File: config.mk
export PLATFORM = sky130hd
export DESIGN_NAME = core_axi_arbiter
export DESIGN_NICKNAME = d
export VERILOG_FILES = /design/src/rtl/core_axi_pkg.sv /design/src/rtl/core_arb_pick.sv /design/src/rtl/core_axi_arbiter.sv
export SDC_FILE = /design/constraint.sdc
export NUM_CORES = 1
export LEC_CHECK = 0
export BUFFER_PORTS_ARGS = -buffer_cell sky130_fd_sc_hd__buf_2
export CAP_MARGIN = 30
export CORE_AREA = 8 8 134 136
export CTS_CLUSTER_SIZE = 20
export DETAILED_ROUTE_END_ITERATION = 10
export DIE_AREA = 0 0 142 144
export SYNTH_ARGS = -nofsm -noshare
export SYNTH_HDL_FRONTEND = slang
export SYNTH_HIERARCHICAL = 1
export SYNTH_SLANG_ARGS = --single-unit
File: constraint.sdc
create_clock -name CLK -period 1.9 [get_ports CLK]
set_input_delay 0 -clock CLK [delete_from_list [all_inputs] [get_ports CLK]]
set_output_delay 0 -clock CLK [all_outputs]
set_load 0.005 [all_outputs]
File: src/rtl/core_axi_pkg.sv
// rtl/core_axi_pkg.sv - shared encodings for the core AXI4-Lite arbiter
//
// Purpose: FSM state encodings, GRANT owner codes and AXI RESP constants
// shared by core_axi_arbiter and core_arb_pick.
// Ports: none (package).

package core_axi_pkg;

  typedef enum logic [2:0] {
    ST_IDLE         = 3'd0,
    ST_RD_ADDR      = 3'd1,
    ST_RD_DATA      = 3'd2,
    ST_WR_ADDR_DATA = 3'd3,
    ST_WR_RESP      = 3'd4
  } arb_state_t;

  localparam logic [1:0] GRANT_NONE = 2'b00;
  localparam logic [1:0] GRANT_IMEM = 2'b01;
  localparam logic [1:0] GRANT_DMEM = 2'b10;

  localparam logic [1:0] RESP_OKAY   = 2'b00;
  localparam logic [1:0] RESP_SLVERR = 2'b10;

endpackage

File: src/rtl/core_arb_pick.sv
// rtl/core_arb_pick.sv - two-way winner select between IMEM and DMEM requests
//
// Purpose: combinational choice of the next bus owner from the requests seen
// in IDLE. DMEM write always precedes DMEM read. Between the two masters the
// default is fixed priority (DMEM over IMEM); with CORE_AXI_ARB_RR_EN defined
// a last_grant register alternates the winner on contention.
// Ports:
//   clk, rst     clock / sync active-high reset (CORE_AXI_ARB_RR_EN only)
//   take         a grant is being registered this cycle (CORE_AXI_ARB_RR_EN only)
//   imem_req     IMEM read request
//   dmem_rd_req  DMEM read request
//   dmem_wr_req  DMEM write request (AWVALID | WVALID)
//   win_grant    winner code (NONE/IMEM/DMEM)
//   win_write    winner is a DMEM write

import core_axi_pkg::*;

module core_arb_pick (
`ifdef CORE_AXI_ARB_RR_EN
  input  logic       clk,
  input  logic       rst,
  input  logic       take,
`endif
  input  logic       imem_req,
  input  logic       dmem_rd_req,
  input  logic       dmem_wr_req,
  output logic [1:0] win_grant,
  output logic       win_write
);

  logic dmem_req;
  logic dmem_wins;

  assign dmem_req = dmem_rd_req | dmem_wr_req;

`ifdef CORE_AXI_ARB_RR_EN
  logic [1:0] last_grant;

  // Resetting to DMEM makes IMEM the winner of the first contention.
  always_ff @(posedge clk) begin
    if (rst) begin
      last_grant <= GRANT_DMEM;
    end else if (take) begin
      last_grant <= win_grant;
    end
  end

  assign dmem_wins = dmem_req & (~imem_req | (last_grant == GRANT_IMEM));
`else
  assign dmem_wins = dmem_req;
`endif

  always_comb begin
    win_grant = GRANT_NONE;
    if (dmem_wins) begin
      win_grant = GRANT_DMEM;
    end else if (imem_req) begin
      win_grant = GRANT_IMEM;
    end
  end

  assign win_write = dmem_wins & dmem_wr_req;

endmodule

File: src/rtl/core_axi_arbiter.sv
// rtl/core_axi_arbiter.sv - two-to-one AXI4-Lite arbiter, IMEM/DMEM onto one slave port
//
// Purpose: shares MEM_AXI_* between the read-only IMEM master and the
// read/write DMEM master. One transaction in flight; the owner is chosen in
// IDLE and held until its response handshake. All channel paths are
// combinational pass-through, gated by state so idle outputs are 0.
// Optional: CORE_AXI_ARB_RR_EN selects round-robin between the masters.
// Ports:
//   CLK, RST            clock, synchronous active-high reset
//   IMEM_AXI_AR*/R*     IMEM read address / read data (slave side)
//   DMEM_AXI_AW*/W*/B*  DMEM write address / write data / write response
//   DMEM_AXI_AR*/R*     DMEM read address / read data
//   MEM_AXI_*           downstream master port, all five channels
//   GRANT               current owner: 00 none, 01 IMEM, 10 DMEM

import core_axi_pkg::*;

module core_axi_arbiter #(
  parameter int AXI_AWIDTH = 32,
  parameter int AXI_DWIDTH = 32
) (
  input  logic                    CLK,
  input  logic                    RST,
  input  logic [AXI_AWIDTH-1:0]   IMEM_AXI_ARADDR,
  input  logic                    IMEM_AXI_ARVALID,
  output logic                    IMEM_AXI_ARREADY,
  output logic [AXI_DWIDTH-1:0]   IMEM_AXI_RDATA,
  output logic [1:0]              IMEM_AXI_RRESP,
  output logic                    IMEM_AXI_RVALID,
  input  logic                    IMEM_AXI_RREADY,
  input  logic [AXI_AWIDTH-1:0]   DMEM_AXI_AWADDR,
  input  logic                    DMEM_AXI_AWVALID,
  output logic                    DMEM_AXI_AWREADY,
  input  logic [AXI_DWIDTH-1:0]   DMEM_AXI_WDATA,
  input  logic [AXI_DWIDTH/8-1:0] DMEM_AXI_WSTRB,
  input  logic                    DMEM_AXI_WVALID,
  output logic                    DMEM_AXI_WREADY,
  output logic [1:0]              DMEM_AXI_BRESP,
  output logic                    DMEM_AXI_BVALID,
  input  logic                    DMEM_AXI_BREADY,
  input  logic [AXI_AWIDTH-1:0]   DMEM_AXI_ARADDR,
  input  logic                    DMEM_AXI_ARVALID,
  output logic                    DMEM_AXI_ARREADY,
  output logic [AXI_DWIDTH-1:0]   DMEM_AXI_RDATA,
  output logic [1:0]              DMEM_AXI_RRESP,
  output logic                    DMEM_AXI_RVALID,
  input  logic                    DMEM_AXI_RREADY,
  output logic [AXI_AWIDTH-1:0]   MEM_AXI_AWADDR,
  output logic                    MEM_AXI_AWVALID,
  input  logic                    MEM_AXI_AWREADY,
  output logic [AXI_DWIDTH-1:0]   MEM_AXI_WDATA,
  output logic [AXI_DWIDTH/8-1:0] MEM_AXI_WSTRB,
  output logic                    MEM_AXI_WVALID,
  input  logic                    MEM_AXI_WREADY,
  input  logic [1:0]              MEM_AXI_BRESP,
  input  logic                    MEM_AXI_BVALID,
  output logic                    MEM_AXI_BREADY,
  output logic [AXI_AWIDTH-1:0]   MEM_AXI_ARADDR,
  output logic                    MEM_AXI_ARVALID,
  input  logic                    MEM_AXI_ARREADY,
  input  logic [AXI_DWIDTH-1:0]   MEM_AXI_RDATA,
  input  logic [1:0]              MEM_AXI_RRESP,
  input  logic                    MEM_AXI_RVALID,
  output logic                    MEM_AXI_RREADY,
  output logic [1:0]              GRANT
);

  arb_state_t state;
  logic [1:0] grant;
  logic       aw_done;
  logic       w_done;
  logic [1:0] win_grant;
  logic       win_write;

  logic st_rd_addr, st_rd_data, st_wr_ad, st_wr_resp;
  logic g_imem, g_dmem;
  logic ar_fire, r_fire, aw_fire, w_fire, b_fire;

  assign st_rd_addr = (state == ST_RD_ADDR);
  assign st_rd_data = (state == ST_RD_DATA);
  assign st_wr_ad   = (state == ST_WR_ADDR_DATA);
  assign st_wr_resp = (state == ST_WR_RESP);
  assign g_imem     = (grant == GRANT_IMEM);
  assign g_dmem     = (grant == GRANT_DMEM);

`ifdef CORE_AXI_ARB_RR_EN
  logic take;
  assign take = (state == ST_IDLE) && (win_grant != GRANT_NONE);
`endif

  core_arb_pick u_pick (
`ifdef CORE_AXI_ARB_RR_EN
    .clk         (CLK),
    .rst         (RST),
    .take        (take),
`endif
    .imem_req    (IMEM_AXI_ARVALID),
    .dmem_rd_req (DMEM_AXI_ARVALID),
    .dmem_wr_req (DMEM_AXI_AWVALID | DMEM_AXI_WVALID),
    .win_grant   (win_grant),
    .win_write   (win_write)
  );

  // Read address: only the owner's AR reaches the slave and sees ARREADY.
  assign MEM_AXI_ARVALID  = st_rd_addr & (g_dmem ? DMEM_AXI_ARVALID : IMEM_AXI_ARVALID);
  assign MEM_AXI_ARADDR   = st_rd_addr ? (g_dmem ? DMEM_AXI_ARADDR : IMEM_AXI_ARADDR) : '0;
  assign IMEM_AXI_ARREADY = st_rd_addr & g_imem & MEM_AXI_ARREADY;
  assign DMEM_AXI_ARREADY = st_rd_addr & g_dmem & MEM_AXI_ARREADY;

  // Read data: routed back to the owner only.
  assign MEM_AXI_RREADY  = st_rd_data & (g_dmem ? DMEM_AXI_RREADY : IMEM_AXI_RREADY);
  assign IMEM_AXI_RVALID = st_rd_data & g_imem & MEM_AXI_RVALID;
  assign DMEM_AXI_RVALID = st_rd_data & g_dmem & MEM_AXI_RVALID;
  assign IMEM_AXI_RDATA  = (st_rd_data & g_imem) ? MEM_AXI_RDATA : '0;
  assign IMEM_AXI_RRESP  = (st_rd_data & g_imem) ? MEM_AXI_RRESP : '0;
  assign DMEM_AXI_RDATA  = (st_rd_data & g_dmem) ? MEM_AXI_RDATA : '0;
  assign DMEM_AXI_RRESP  = (st_rd_data & g_dmem) ? MEM_AXI_RRESP : '0;

  // Write address/data run independently; a finished channel is masked so
  // the slave never sees a second handshake on it.
  assign MEM_AXI_AWVALID  = st_wr_ad & ~aw_done & DMEM_AXI_AWVALID;
  assign MEM_AXI_AWADDR   = st_wr_ad ? DMEM_AXI_AWADDR : '0;
  assign DMEM_AXI_AWREADY = st_wr_ad & ~aw_done & MEM_AXI_AWREADY;
  assign MEM_AXI_WVALID   = st_wr_ad & ~w_done & DMEM_AXI_WVALID;
  assign MEM_AXI_WDATA    = st_wr_ad ? DMEM_AXI_WDATA : '0;
  assign MEM_AXI_WSTRB    = st_wr_ad ? DMEM_AXI_WSTRB : '0;
  assign DMEM_AXI_WREADY  = st_wr_ad & ~w_done & MEM_AXI_WREADY;

  assign MEM_AXI_BREADY  = st_wr_resp & DMEM_AXI_BREADY;
  assign DMEM_AXI_BVALID = st_wr_resp & MEM_AXI_BVALID;
  assign DMEM_AXI_BRESP  = st_wr_resp ? MEM_AXI_BRESP : '0;

  assign ar_fire = MEM_AXI_ARVALID & MEM_AXI_ARREADY;
  assign r_fire  = MEM_AXI_RVALID  & MEM_AXI_RREADY;
  assign aw_fire = MEM_AXI_AWVALID & MEM_AXI_AWREADY;
  assign w_fire  = MEM_AXI_WVALID  & MEM_AXI_WREADY;
  assign b_fire  = MEM_AXI_BVALID  & MEM_AXI_BREADY;

  assign GRANT = grant;

  always_ff @(posedge CLK) begin
    if (RST) begin
      state   <= ST_IDLE;
      grant   <= GRANT_NONE;
      aw_done <= 1'b0;
      w_done  <= 1'b0;
    end else begin
      case (state)
        ST_IDLE: begin
          if (win_grant != GRANT_NONE) begin
            grant <= win_grant;
            state <= win_write ? ST_WR_ADDR_DATA : ST_RD_ADDR;
          end
        end
        ST_RD_ADDR: begin
          if (ar_fire) state <= ST_RD_DATA;
        end
        ST_RD_DATA: begin
          if (r_fire) begin
            state <= ST_IDLE;
            grant <= GRANT_NONE;
          end
        end
        ST_WR_ADDR_DATA: begin
          if (aw_fire) aw_done <= 1'b1;
          if (w_fire)  w_done  <= 1'b1;
          // Covers both handshakes landing in the same cycle.
          if ((aw_done | aw_fire) & (w_done | w_fire)) begin
            state   <= ST_WR_RESP;
            aw_done <= 1'b0;
            w_done  <= 1'b0;
          end
        end
        ST_WR_RESP: begin
          if (b_fire) begin
            state <= ST_IDLE;
            grant <= GRANT_NONE;
          end
        end
        default: begin
          state <= ST_IDLE;
          grant <= GRANT_NONE;
        end
      endcase
    end
  end

endmodule

==> results by stage, run 1 <==
Run status:
- The flow ran to the end, and the final reports show no timing, DRC or antenna violations.

Worst setup path:
- The setup check on the worst reg-to-reg path leaves a slack of approximately 0.23 ns.
- The type of element launching the critical path is a flip-flop.
- Data arrives at the worst endpoint at 1.76 ns.
- The endpoint identified for the worst register-to-register timing path is state[1].
- The classification of the worst setup path is reg -> out.
- The data required time of the worst path is 1.90 ns.
- The worst-path cell with the longest stage delay is or3_4.
- The endpoint of the most critical setup path is IMEM_AXI_RDATA[25].
- The critical path goes through inv_2, or3_4, nor3b_4, buf_12, and2_1, buf_2.
- The start of the worst register-to-register path is GRANT[0].
- The largest incremental delay on the critical path is 0.40 ns.
- In this run the worst path has a maximum fanout of 35.
- The number of cell instances on the worst register-to-register path is 5.
- The critical path starts at state[1].
- The capturing element type of the critical path is an output pin.

Routing:
- The routed via count divided by cell count is roughly 3.8.
- The first-pass iteration count of the detailed router is 4.
- Dividing the detail-routed wire length by the instance count gives between 15 and 20 um.
- In the routed design, unresolved DRC markers number 0.
- The number of violations reported at the end of detailed-routing iteration 0 is about 130.
- The total detailed-routing wirelength is around 14 mm.
- The count of nets left with antenna violations once routing finished came out at 0.
- In the final routing, the length of wire on met1 measures approximately 4.4 mm.
- The top routing layer in use is met5.
- Wire segments on met3 add up to a little under 2 mm in the final route.
- The routed length on met2 is 7.30 mm.
- The routed layout has 3462 vias.

Power:
- The clock network fraction of total power is 0.194.
- The fraction of power spent switching nets is 0.433.
- The share of total power dissipated in sequential elements is 0.102.
- Across the VDD grid, the largest voltage drop is 0.248 mV.
- The power per standard cell area is between 400 and 500 mW/mm2.
- Summed over all nets, the switching power comes to 0.000812 W.
- Internal power comes to 0.00106 W.
- The fraction of power consumed by combinational cells is 0.704.
- The analysis attributes to cell leakage a power of ~2.6 nW.
- The total power draw is 0.00187 W.

Synthesis:
- In this run the cell area of the synthesized design comes to roughly 0.002 mm2.
- The synthesized design spends more area on one cell type than any other, namely and2_1.
- In the post-synthesis netlist, the biggest area contributors are and2_1 45%, nand2_1 13%, a21oi_1 9.5%.
- The share of synthesized area in the top cell type comes to 0.446.
- For this run, the number of Yosys warnings is 6.
- Synthesis produced 334 cells.
- The number of synthesized register bits is 7.
- In this run the mean area of a mapped cell was about 6 um2.
- Synthesis produced a netlist with a net count of around 520.
- The share of synthesized area occupied by flip-flops and latches is 0.0719.
- Synthesis instantiated 37 different standard cells from the library.

Clock network:
- At the later pin of the worst-skew pair, clock insertion delay measures between 0.2 and 0.25 ns.
- The hold buffer count at CTS is 0.
- TritonCTS built the clock tree.
- The number of buffers added by the clock tree synthesis step is 3.
- CTS built an H-tree with a depth of 1.
- The largest buffer count on any clock path is 2.
- The tree is rooted in a clkbuf_16.
- Clock-pin slew was measured on the worst setup and hold paths at about 0.040 ns.
- The number of sinks driven by the clock tree is 7.

STA:
- The achievable frequency is 0.568 GHz.
- The part of the cycle the worst path needs is 0.926.
- The accumulated negative setup slack is 0 ns.
- The number of max-slew violations in the final report came to 0.
- The count of endpoints failing hold in the final timing report is 0.
- The time the final worst path needs with I/O delays and setup is approximately 1.8 ns.
- The final setup violation count is 0.
- The smallest setup slack after layout is 0.140 ns.
- Setup repair after global routing left no endpoint under its margin.
- For the final database, setup skew stands at approximately 0.00075 ns.
- At the pin with the least slew margin, the transition time is ~0.47 ns.
- The tightest slew margin relative to the limit is 0.681.

Floorplanning:
- The starting density of the core is 0.121.
- The floorplan step set the die width to roughly 140 um.
- The floorplan row count is 47.
- The core region is approximately 0.016 mm2.
- roughly 370 I/O pins were placed.
- The die covers roughly 0.02 mm2.
- The floorplan die height is between 100 and 150 um.

Min path:
- The tightest min-delay check is of the in -> reg type.

Placed design:
- During placement, the flow inserted port buffers numbering about 370.
- Timing analysis after detailed placement gives a worst setup slack of 0.122 ns.
- The weighted congestion reported at the end of routability-driven placement is around 0.84.
- After legalization and detailed placement, the total HPWL measured 12.3 mm.

GRT:
- Entering global routing, the biggest net connects just over 70 pins.
- The overall global routing resource usage is 0.121.
- The first global-routing pass estimated about 20 mm of wire.
- The number of global-route vias before repair came to ~3500.
- The number of antenna violations at the first check in global routing is 3.
- The total congestion overflow after global routing is 0.

Finish:
- Leaving out fill and tap cells, the most frequent cells in the layout are 365 x buf_2, 139 x and2_1, 65 x nand2_1, 37 x a21oi_1.
- For this run, the post-layout net count is 866.
- The layout overhead on the synthesized area is 111%.
- Of the cells placed in the final design, the portion with a size suffix greater than 1 is 0.568.
- The library cell used most frequently in the layout, excluding fill and tap cells, is buf_2.

Run:
- The number of max-cap violations is 0.
-- routing by layer --
layer | global-route usage | vias to the layer above
met5 | 0 | -
met1 | 0.107 | 1475
li1 | - | 1764
met2 | 0.236 | 208
met3 | 0.0683 | 11
met4 | 0.0198 | 4
-- power by group through the flow --
stage | combinational, W | sequential (W) | clock (W)
3_3_place_gp | 0.00132 | 0.000189 | 0
5_1_grt | 0.00148 | 0.000194 | 0.000378
3_5_place_dp | 0.00133 | 0.000191 | 0
6_report | 0.00132 | 0.000191 | 0.000363
4_1_cts | 0.00134 | 0.000190 | 0.000367
2_1_floorplan | 0.000673 | 0.000185 | 0
-- cells in the mapped netlist --
master     instances
and2_1           139
nand2_1           65
a21oi_1           37
clkbuf_1          23
nor2_1             8
and3_1             7
dfxtp_1            7
nor3b_1            5
buf_4              4
clkbuf_2           3
a211oi_1           2
a22o_1             2
mux2i_1            2
nand2b_1           2
nand3_1            2
nand3b_1           2
nor2b_1            2
nor3_1             2
or3_1              2
a2111oi_0          1
a2111oi_1          1
a211oi_2           1
a221o_1            1
a22oi_1            1
a31oi_1            1
and4b_1            1
buf_2              1
inv_1              1
inv_2              1
nor2_2             1
nor3b_4            1
nor4_1             1
o21ai_0            1
o21bai_1           1
o2bb2ai_1          1
or2_1              1
or2_2              1
-- critical path, delay by kind of cell (launching register included) --
kind	cells	cell delay [ns]
DFF	1	0.37
and+or+nand+nor	3	0.76
buffers and inverters	3	0.38
-- registers in the layout (all words and copies together) (netlist names) --
name / cells
state: 3
GRANT: 2
w_done: 1
aw_done: 1
-- stage by stage --
stage,cells,area (um2),utilization,hold slack (ns)
6_report,904,4120,0.257,0.0616
5_1_grt,904,4120,0.257,0.0701
3_5_place_dp,899,4030,0.251,0.270
3_3_place_gp,899,4030,0.251,0.271
2_1_floorplan,334,1950,-,0.0956
4_1_cts,903,4110,0.256,0.0580
-- cell families after synthesis --
logic type,synth area share
simple gates,0.693
flops,0.0719
buf+inv,0.0738
compound gates,0.151
mux,0.0103
-- repair_timing --
item	in CTS	in global routing
buffers inserted	0	0
cloned	0	0
gates resized for setup	1	3
setup endpoints to repair	13	37
pin swaps	0	0
-- how the worst min path moves through the flow --
stage / from / to / depth (start not counted)
after floorplan: DMEM_AXI_ARADDR[0] / MEM_AXI_ARADDR[0] / 2
after global placement: DMEM_AXI_AWADDR[31] / MEM_AXI_AWADDR[31] / 3
after detailed placement: DMEM_AXI_AWADDR[31] / MEM_AXI_AWADDR[31] / 3
after CTS: RST / state[2] / 2
after global routing: RST / state[1] / 2
final: RST / state[1] / 2
-- area by class of cell --
| type | count | area (um2) |
|---|---|---|
| antenna | 1 | 2.50 |
| timing repair buffer | 376 | 1940 |
| fill | 1847 | 11900 |
| multi-input combinational | 294 | 1680 |
| tap | 220 | 275 |
| sequential | 7 | 141 |
| clock buffer | 4 | 78.8 |
| inverter | 2 | 7.51 |
Note: power is estimated with default switching activity, not from simulation.
==> run 2, diff against run 1 <==
--- a/config.mk
+++ b/config.mk
@@ -11,6 +11,7 @@
 export CTS_CLUSTER_SIZE = 20
 export DETAILED_ROUTE_END_ITERATION = 10
 export DIE_AREA = 0 0 142 144
+export SETUP_SLACK_MARGIN = 0.2
 export SYNTH_ARGS = -nofsm -noshare
 export SYNTH_HDL_FRONTEND = slang
 export SYNTH_HIERARCHICAL = 1
==> run 2 against run 1 <==
  * Count of clock-buffer cells in the layout stayed put
  * Clock power hardly changed
  * Cell count is 2.0% higher
  * Non-clock buffer count is 18 higher
  * Core utilization is 2.8 points higher
  * Flip-flop and latch count stayed put
  * Highest routed layer unchanged
  * Total power is 7.6% higher
  * Combinational power is 11% higher
  * Final area is 11% higher
==> results by stage, run 2 (synthesized netlist as in run 1, its figures left out) <==
Run status:
- The flow ran to the end, and the final reports show no timing, DRC or antenna violations.

Clock network:
- The number of buffers added by the clock tree synthesis step is 3.
- The clock root buffer is clkbuf_16.
- The clock transition at the register clock pins on the worst setup and hold paths after CTS is 0.04 ns.
- The TritonCTS clock tree is built.
- The clock reaches the later pin of the worst-skew pair after 0.23 ns.
- The hold buffer count at CTS is 0.
- The largest buffer count on any clock path is 2.
- Clock tree synthesis found a total of 7 sinks.
- In this run the number of H-tree levels came out at 1.

Worst setup path:
- The library cell appearing most often on the critical path is buf_6.
- The critical path is of the reg -> out type.
- The number of cell instances on the worst register-to-register path is 5.
- The signal on the critical path passes through inv_4, or3_4, nor3b_4, buf_6, buf_12, buf_16, and2_4, buf_6.
- The worst setup path is captured at an output pin.
- The number of buffer and inverter stages on the critical path is 5.
- The data required time of the worst path is roughly 1.9 ns.
- The start of the worst register-to-register path is GRANT[1].
- The largest incremental delay on the critical path is around 0.37 ns.
- The largest fanout of any net on the critical path is 5.
- The type of element launching the critical path is a flip-flop.
- The end of the worst register-to-register path is state[0].
- Grouping stages by cell kind, the critical path spends the most delay in simple AND/OR/NAND/NOR gates.
- Among all stages on the critical path, the largest delay is contributed by or3_4.
- The slack of the worst reg-to-reg path is between 0.2 and 0.3 ns.
- Data arrives at the worst endpoint at between 1.5 and 2 ns.

Placed design:
- The worst setup slack before clock tree synthesis is between 0.1 and 0.15 ns.
- The congestion estimate from routability-driven global placement came to 0.843.
- Detailed placement finished with a half-perimeter wire length of ~12 mm.
- The placed cell area is ~0.0040 mm2.
- The count of port buffers added during placement is 365.

STA:
- Setup repair after global routing could not meet its margin everywhere.
- After layout, the worst setup slack is 0.121 ns.
- The clock period could shrink to 1.78 ns.
- The achievable frequency is approximately 0.56 GHz.
- The tightest slew margin relative to the limit is 0.677.
- For the final routed database, the setup TNS stands at 0 ns.
- Setup violations remaining at the end of the flow were counted as 0.
- The part of the cycle the worst path needs is 0.936.
- The transition time at the pin with the least slew margin is roughly 0.47 ns.
- The number of max-slew violations in the final report is 0.
- For the final database, setup skew stands at 0.000617 ns.
- The count of endpoints failing hold in the final timing report is 0.

GRT:
- The largest net degree at the start of global routing is around 70.
- The number of global-route vias before repair is 3657.
- The total congestion overflow after global routing is 0.
- The number of antenna violations at the first check in global routing is 3.
- The global-route wire length before repair is approximately 20 mm.
- In the global route stage, overall resource usage came out at 0.126.

Power:
- Of the total power, combinational logic draws 0.727.
- The internal power is between 0.001 and 0.0015 W.
- Of the total power, registers draw 0.094.
- The analysis attributes to cell leakage a power of ~2.8 nW.
- The clock network fraction of total power is 0.179.
- The switching power total is approximately 0.00086 W.
- Dividing total power by cell area gives a power density of between 400 and 500 mW/mm2.
- The highest ir drop seen on vdd is around 0.24 mV.
- The fraction of power spent switching nets is 0.427.

Routing:
- In this run, the number of DRC markers left after iteration 0 of detailed routing was roughly 140.
- The total via count in the routed design is between 3000 and 4000.
- The routed via count divided by cell count is 3.95.
- Summed over all layers, the routed wires come to 15.1 mm.
- The final routed DRC violation total is 0.
- The detailed-route wire length per cell is between 15 and 20 um.
- The first TritonRoute pass finished after 4 iterations.
- The antenna violation net count after detailed routing is 0.

Finish:
- Leaving out fill and tap cells, the most frequent cells in the layout are 353 x buf_2, 125 x and2_1, 65 x nand2_1, 35 x a21oi_1, 15 x buf_6.
- Of the cells placed in the final design, the portion with a size suffix greater than 1 is 0.608.
- Measured on the finished design, the core utilization comes to 0.285.
- The layout overhead on the synthesized area is 135%.
- More flip-flops sit in one register than any other, and that register is state.
- The register with the most flip-flops in the layout has 3 of them.
- The net count of the finished layout is between 800 and 900.
- The final instance area is roughly 0.0046 mm2.
- The library cell used most frequently in the layout, excluding fill and tap cells, is buf_2.

Floorplanning:
- The floorplan row count is 47.
- The die covers just over 0.02 mm2.
- The region available for standard cell placement spans about 0.016 mm2.
- The die is about 140 um tall.
- The starting density of the core is 0.121.
- Measured along the x axis, the die boundary spans 142 um.
- The number of top-level pins is 366.

Min path:
- The worst hold path belongs to the class in -> reg.
- The worst min-delay path endpoint is state[2].
- The startpoint identified for the worst hold timing path is RST.
- Along the worst hold path, the cell count comes to 2.

Run:
- The tool flagged a number of max-cap violations equal to 0.
-- run 2: changes by cell type in the layout (fill, tap and decap cells not counted), sizes merged --
cell    delta
clkbuf     +3
buf       +15
-- run 2: how the worst max path moves through the flow --
stage / cells past startpoint / slack (ns) / start / endpoint
2_1_floorplan: 6 / 0.35 / GRANT[1] / state[1]
3_3_place_gp: 4 / 0.15 / state[2] / w_done
3_5_place_dp: 4 / 0.12 / state[2] / w_done
4_1_cts: 8 / 0.11 / state[1] / IMEM_AXI_RDATA[1]
5_1_grt: 8 / 0.03 / state[1] / IMEM_AXI_RDATA[21]
6_report: 8 / 0.12 / state[1] / IMEM_AXI_RDATA[23]
-- run 2: metal layers --
| layer | part of all wire | global-route usage | up-vias |
|---|---|---|---|
| met5 | 0.0023 | 0 | - |
| met4 | 0.022 | 0.0384 | 4 |
| met3 | 0.13 | 0.0667 | 21 |
| met2 | 0.52 | 0.239 | 227 |
| met1 | 0.33 | 0.113 | 1578 |
| li1 | - | - | 1808 |
-- run 2: area by class of cell --
class | instances | area [um2]
timing repair buffer | 394 | 2330
inverter | 2 | 10.0
multi-input combinational | 294 | 1730
antenna | 1 | 2.50
sequential | 7 | 149
fill | 1815 | 11500
clock buffer | 4 | 78.8
tap | 220 | 275
-- run 2: what timing repair did --
action,CTS,global route
endpoints found under the setup margin,139,147
gates cloned,3,6
setup buffers,7,2
pin swaps,9,9
gates resized for setup,17,31
-- run 2: metrics by stage --
stage,power [W],hold slack [ns],instances
after floorplan,0.000858,0.0956,334
after global routing,0.00220,0.0674,922
final,0.00202,0.0511,922
after CTS,0.00195,0.0481,913
after detailed placement,0.00153,0.270,899
after global placement,0.00151,0.271,899
-- run 2: power groups by stage --
stage / clock network (W) / registers [W] / logic (W)
final: 0.000360 / 0.000190 / 0.00147
after global routing: 0.000378 / 0.000192 / 0.00163
after CTS: 0.000367 / 0.000188 / 0.00139
after detailed placement: 0 / 0.000191 / 0.00133
after global placement: 0 / 0.000189 / 0.00132
after floorplan: 0 / 0.000185 / 0.000673
==> run 3, diff against run 2 <==
--- a/config.mk
+++ b/config.mk
@@ -11,6 +11,7 @@
 export CTS_CLUSTER_SIZE = 20
 export DETAILED_ROUTE_END_ITERATION = 10
 export DIE_AREA = 0 0 142 144
+export GPL_TIMING_DRIVEN = 0
 export SETUP_SLACK_MARGIN = 0.2
 export SYNTH_ARGS = -nofsm -noshare
 export SYNTH_HDL_FRONTEND = slang
==> constraint.sdc (replaced) <==
create_clock -name CLK -period 1.9 [get_ports CLK]
set_input_delay 0.19 -clock CLK [delete_from_list [all_inputs] [get_ports CLK]]
set_output_delay 0.19 -clock CLK [all_outputs]
set_load 0.005 [all_outputs]
==> run 3 against run 2 <==
  * The run now ends with negative setup slack left
  * Wire length increased by 12%
  * Clock skew increased by 0.00051 ns
  * Critical path depth increased by 2
  * Combinational power increased by 73%
  * Flip-flop and latch count unchanged
  * Cell count increased by 5.1%
  * Final area increased by 36%
  * Fmax decreased by 14%
  * Critical path type unchanged
==> results by stage, run 3 (synthesized netlist as in run 1, its figures left out) <==
Routing:
- The first-pass iteration count of the detailed router is 4.
- In the routed design, unresolved DRC markers number 0.
- The total detailed-routing wirelength is roughly 17 mm.
- The antenna violation net count after detailed routing is 0.
- After detailed routing, the number of vias per cell comes to roughly 4.0.
- The number of violations reported at the end of detailed-routing iteration 0 is 146.
- After detailed routing, the average wire length per cell comes to 17.4 um.
- The routed layout has about 3900 vias.

STA:
- The worst setup skew after layout is about 0.0011 ns.
- Timing would allow up to slightly below 0.5 GHz.
- In this run the tightest slew margin relative to its limit is 0.702.
- For the final routed database, the setup TNS stands at -8.59 ns.
- Setup repair after global routing could not meet its margin everywhere.
- The final-layout worst hold slack is approximately 0.34 ns.
- The transition time at the pin with the least slew margin is 0.448 ns.
- Of the available clock period, the critical path in the final layout requires 1.09.
- Setup violations remaining at the end of the flow were counted as 103.
- The number of max-slew violations in the final report is 0.
- The smallest setup slack after layout is -0.173 ns.
- The count of endpoints failing hold in the final timing report is 0.
- The time the final worst path needs with I/O delays and setup is approximately 2.1 ns.

GRT:
- The number of antenna violations at the first check in global routing came to 1.
- The overall global routing resource usage is 0.141.
- The total congestion overflow after global routing is 0.
- Entering global routing, the biggest net connects 11 pins.
- The global-route wire length before repair is 22.5 mm.
- The number of global-route vias before repair is a little under 4000.

Power:
- Of the total power, registers draw 0.064.
- The power per standard cell area is approximately 500 mW/mm2.
- Of the total power, combinational logic draws 0.818.
- The clock network fraction of total power is 0.118.
- The leakage power of the design is 3.32 nW.
- The total power draw is around 0.0031 W.
- VDD sags by at most approximately 0.38 mV.
- Of the total power, the share spent switching nets is 0.379.
- The switching power total is ~0.0012 W.
- Internal power comes to 0.00193 W.

Run:
- The number of max-cap violations is 0.

Clock network:
- CTS built an H-tree with a depth of 1.
- The number of buffers added by the clock tree synthesis step is 3.
- After clock tree synthesis, the clock-pin slew on the worst setup and hold paths is ~0.04 ns.
- The largest buffer count on any clock path is 2.
- The tree built by TritonCTS fans out to 7 sinks.
- At the later pin of the worst-skew pair, clock insertion delay measures 0.23 ns.
- The clock root buffer is clkbuf_16.
- The TritonCTS clock tree is built.

Finish:
- After filler insertion, the fill cell instance count of the layout stands at 1642.
- The library cell used most frequently in the layout, excluding fill and tap cells, is buf_2.
- Counting flops per register, the top entry is state.
- In the layout the commonest cells are 262 x buf_2, 125 x buf_6, 101 x and2_4, 65 x nand2_1, 38 x and2_1.
- At the end of the flow, the number of nets in the layout was approximately 930.
- Compared with the post-synthesis result, the final layout area differs by 219%.
- The number of inserted diodes is 0.
- Of the cells placed in the final design, the portion with a size suffix greater than 1 is 0.798.
- The end-of-flow core utilization is 0.387.
- The number of flip-flops under the largest register name is 3.

Placed design:
- Routability-driven placement finished with a final weighted congestion of around 0.90.
- After legalization and detailed placement, the total HPWL measured ~13 mm.
- OpenSTA, run right after detailed placement, puts the worst setup slack at -0.343 ns.
- The count of port buffers added during placement is ~360.

Floorplanning:
- The floorplan die height is ~140 um.
- The floorplan step defined a die boundary enclosing just over 0.02 mm2.
- Row generation in the floorplan step produced between 40 and 50 rows.
- The number of top-level pins is approximately 370.
- For this configuration, the core starts out at a cell density of 0.121.
- The core region is around 0.016 mm2.
- The x dimension of the die is around 140 um.

Run status:
- The run finished, with violations left.
- The final reports fail on negative setup slack.

Min path:
- Counting instances, the worst hold path has a depth of 3.
- The worst min-delay path class is in -> reg.
- The worst min-delay path endpoint is w_done.
- The worst hold path begins at MEM_AXI_WREADY.

Worst setup path:
- The startpoint identified for the worst register-to-register timing path is state[1].
- The setup path with the least slack is of type reg -> out.
- The largest fanout of any net on the critical path is 5.
- The capturing element type of the critical path is an output pin.
- The type of element launching the critical path is a flip-flop.
- The end of the worst register-to-register path is state[1].
- The slack of the worst reg-to-reg path is around 0.16 ns.
- The worst register-to-register path has a depth of 10.
- The data required time of the worst path is 1.71 ns.
- At the worst endpoint, the arrival time is 1.88 ns.
run 3: area by class of cell:
cell class | instances | area (um2) | area share
multi-input combinational | 295 | 2180 | 0.351
timing repair buffer | 410 | 3060 | 0.493
buffer | 31 | 455 | 0.0733
clock buffer | 4 | 78.8 | 0.0127
sequential | 7 | 148 | 0.0238
tap | 220 | 275 | 0.0443
inverter | 2 | 12.5 | 0.00201
run 3: worst max path at each step:
stage                     cells after the start  slack, ns  startpoint                 end
after floorplan                               6       0.22    state[1]  IMEM_AXI_RDATA[10]
after global placement                        7      -0.31    state[1]   DMEM_AXI_RDATA[4]
after detailed placement                      7      -0.34    state[1]   DMEM_AXI_RDATA[4]
after CTS                                     8      -0.20    state[1]   IMEM_AXI_RDATA[9]
after global routing                         10      -0.24    state[1]   DMEM_AXI_RDATA[9]
final                                        10      -0.17    state[1]  DMEM_AXI_RDATA[10]
run 3: through the flow:
stage	area, um2	instances
final	6210	969
after global routing	6210	969
after CTS	5480	953
after detailed placement	4050	918
after global placement	4050	918
after floorplan	1950	334
run 3: power groups by stage:
stage / Sequential [W] / Clock [W] / Combinational, W
final: 0.000200 / 0.000366 / 0.00254
after global routing: 0.000203 / 0.000382 / 0.00272
after CTS: 0.000195 / 0.000367 / 0.00208
after detailed placement: 0.000190 / 0 / 0.00136
after global placement: 0.000190 / 0 / 0.00135
after floorplan: 0.000185 / 0 / 0.000673
run 3: timing repair:
item / in CTS / in global routing
pin swaps: 92 / 31
resized for setup: 243 / 156
hold buffers: 0 / 0
buffers inserted: 20 / 11
gates cloned: 11 / 5
endpoints found under the setup margin: 186 / 181
run 3: critical path: stages (launching register included):
cell     delay, ns
dfxtp_2       0.31
buf_6         0.10
inv_4         0.03
or3_4         0.41
buf_12        0.15
nor2_4        0.12
buf_12        0.12
buf_6         0.09
buf_8         0.10
and2_4        0.13
buf_6         0.08
run 3: layer usage:
layer  vias to the layer above  track usage  routed length, um
met5                         -            0                 20
met4                         2       0.0317                187
met3                        14       0.0667               1930
met2                       212        0.271               9100
met1                      1766        0.133               5610
li1                       1905            -                  -
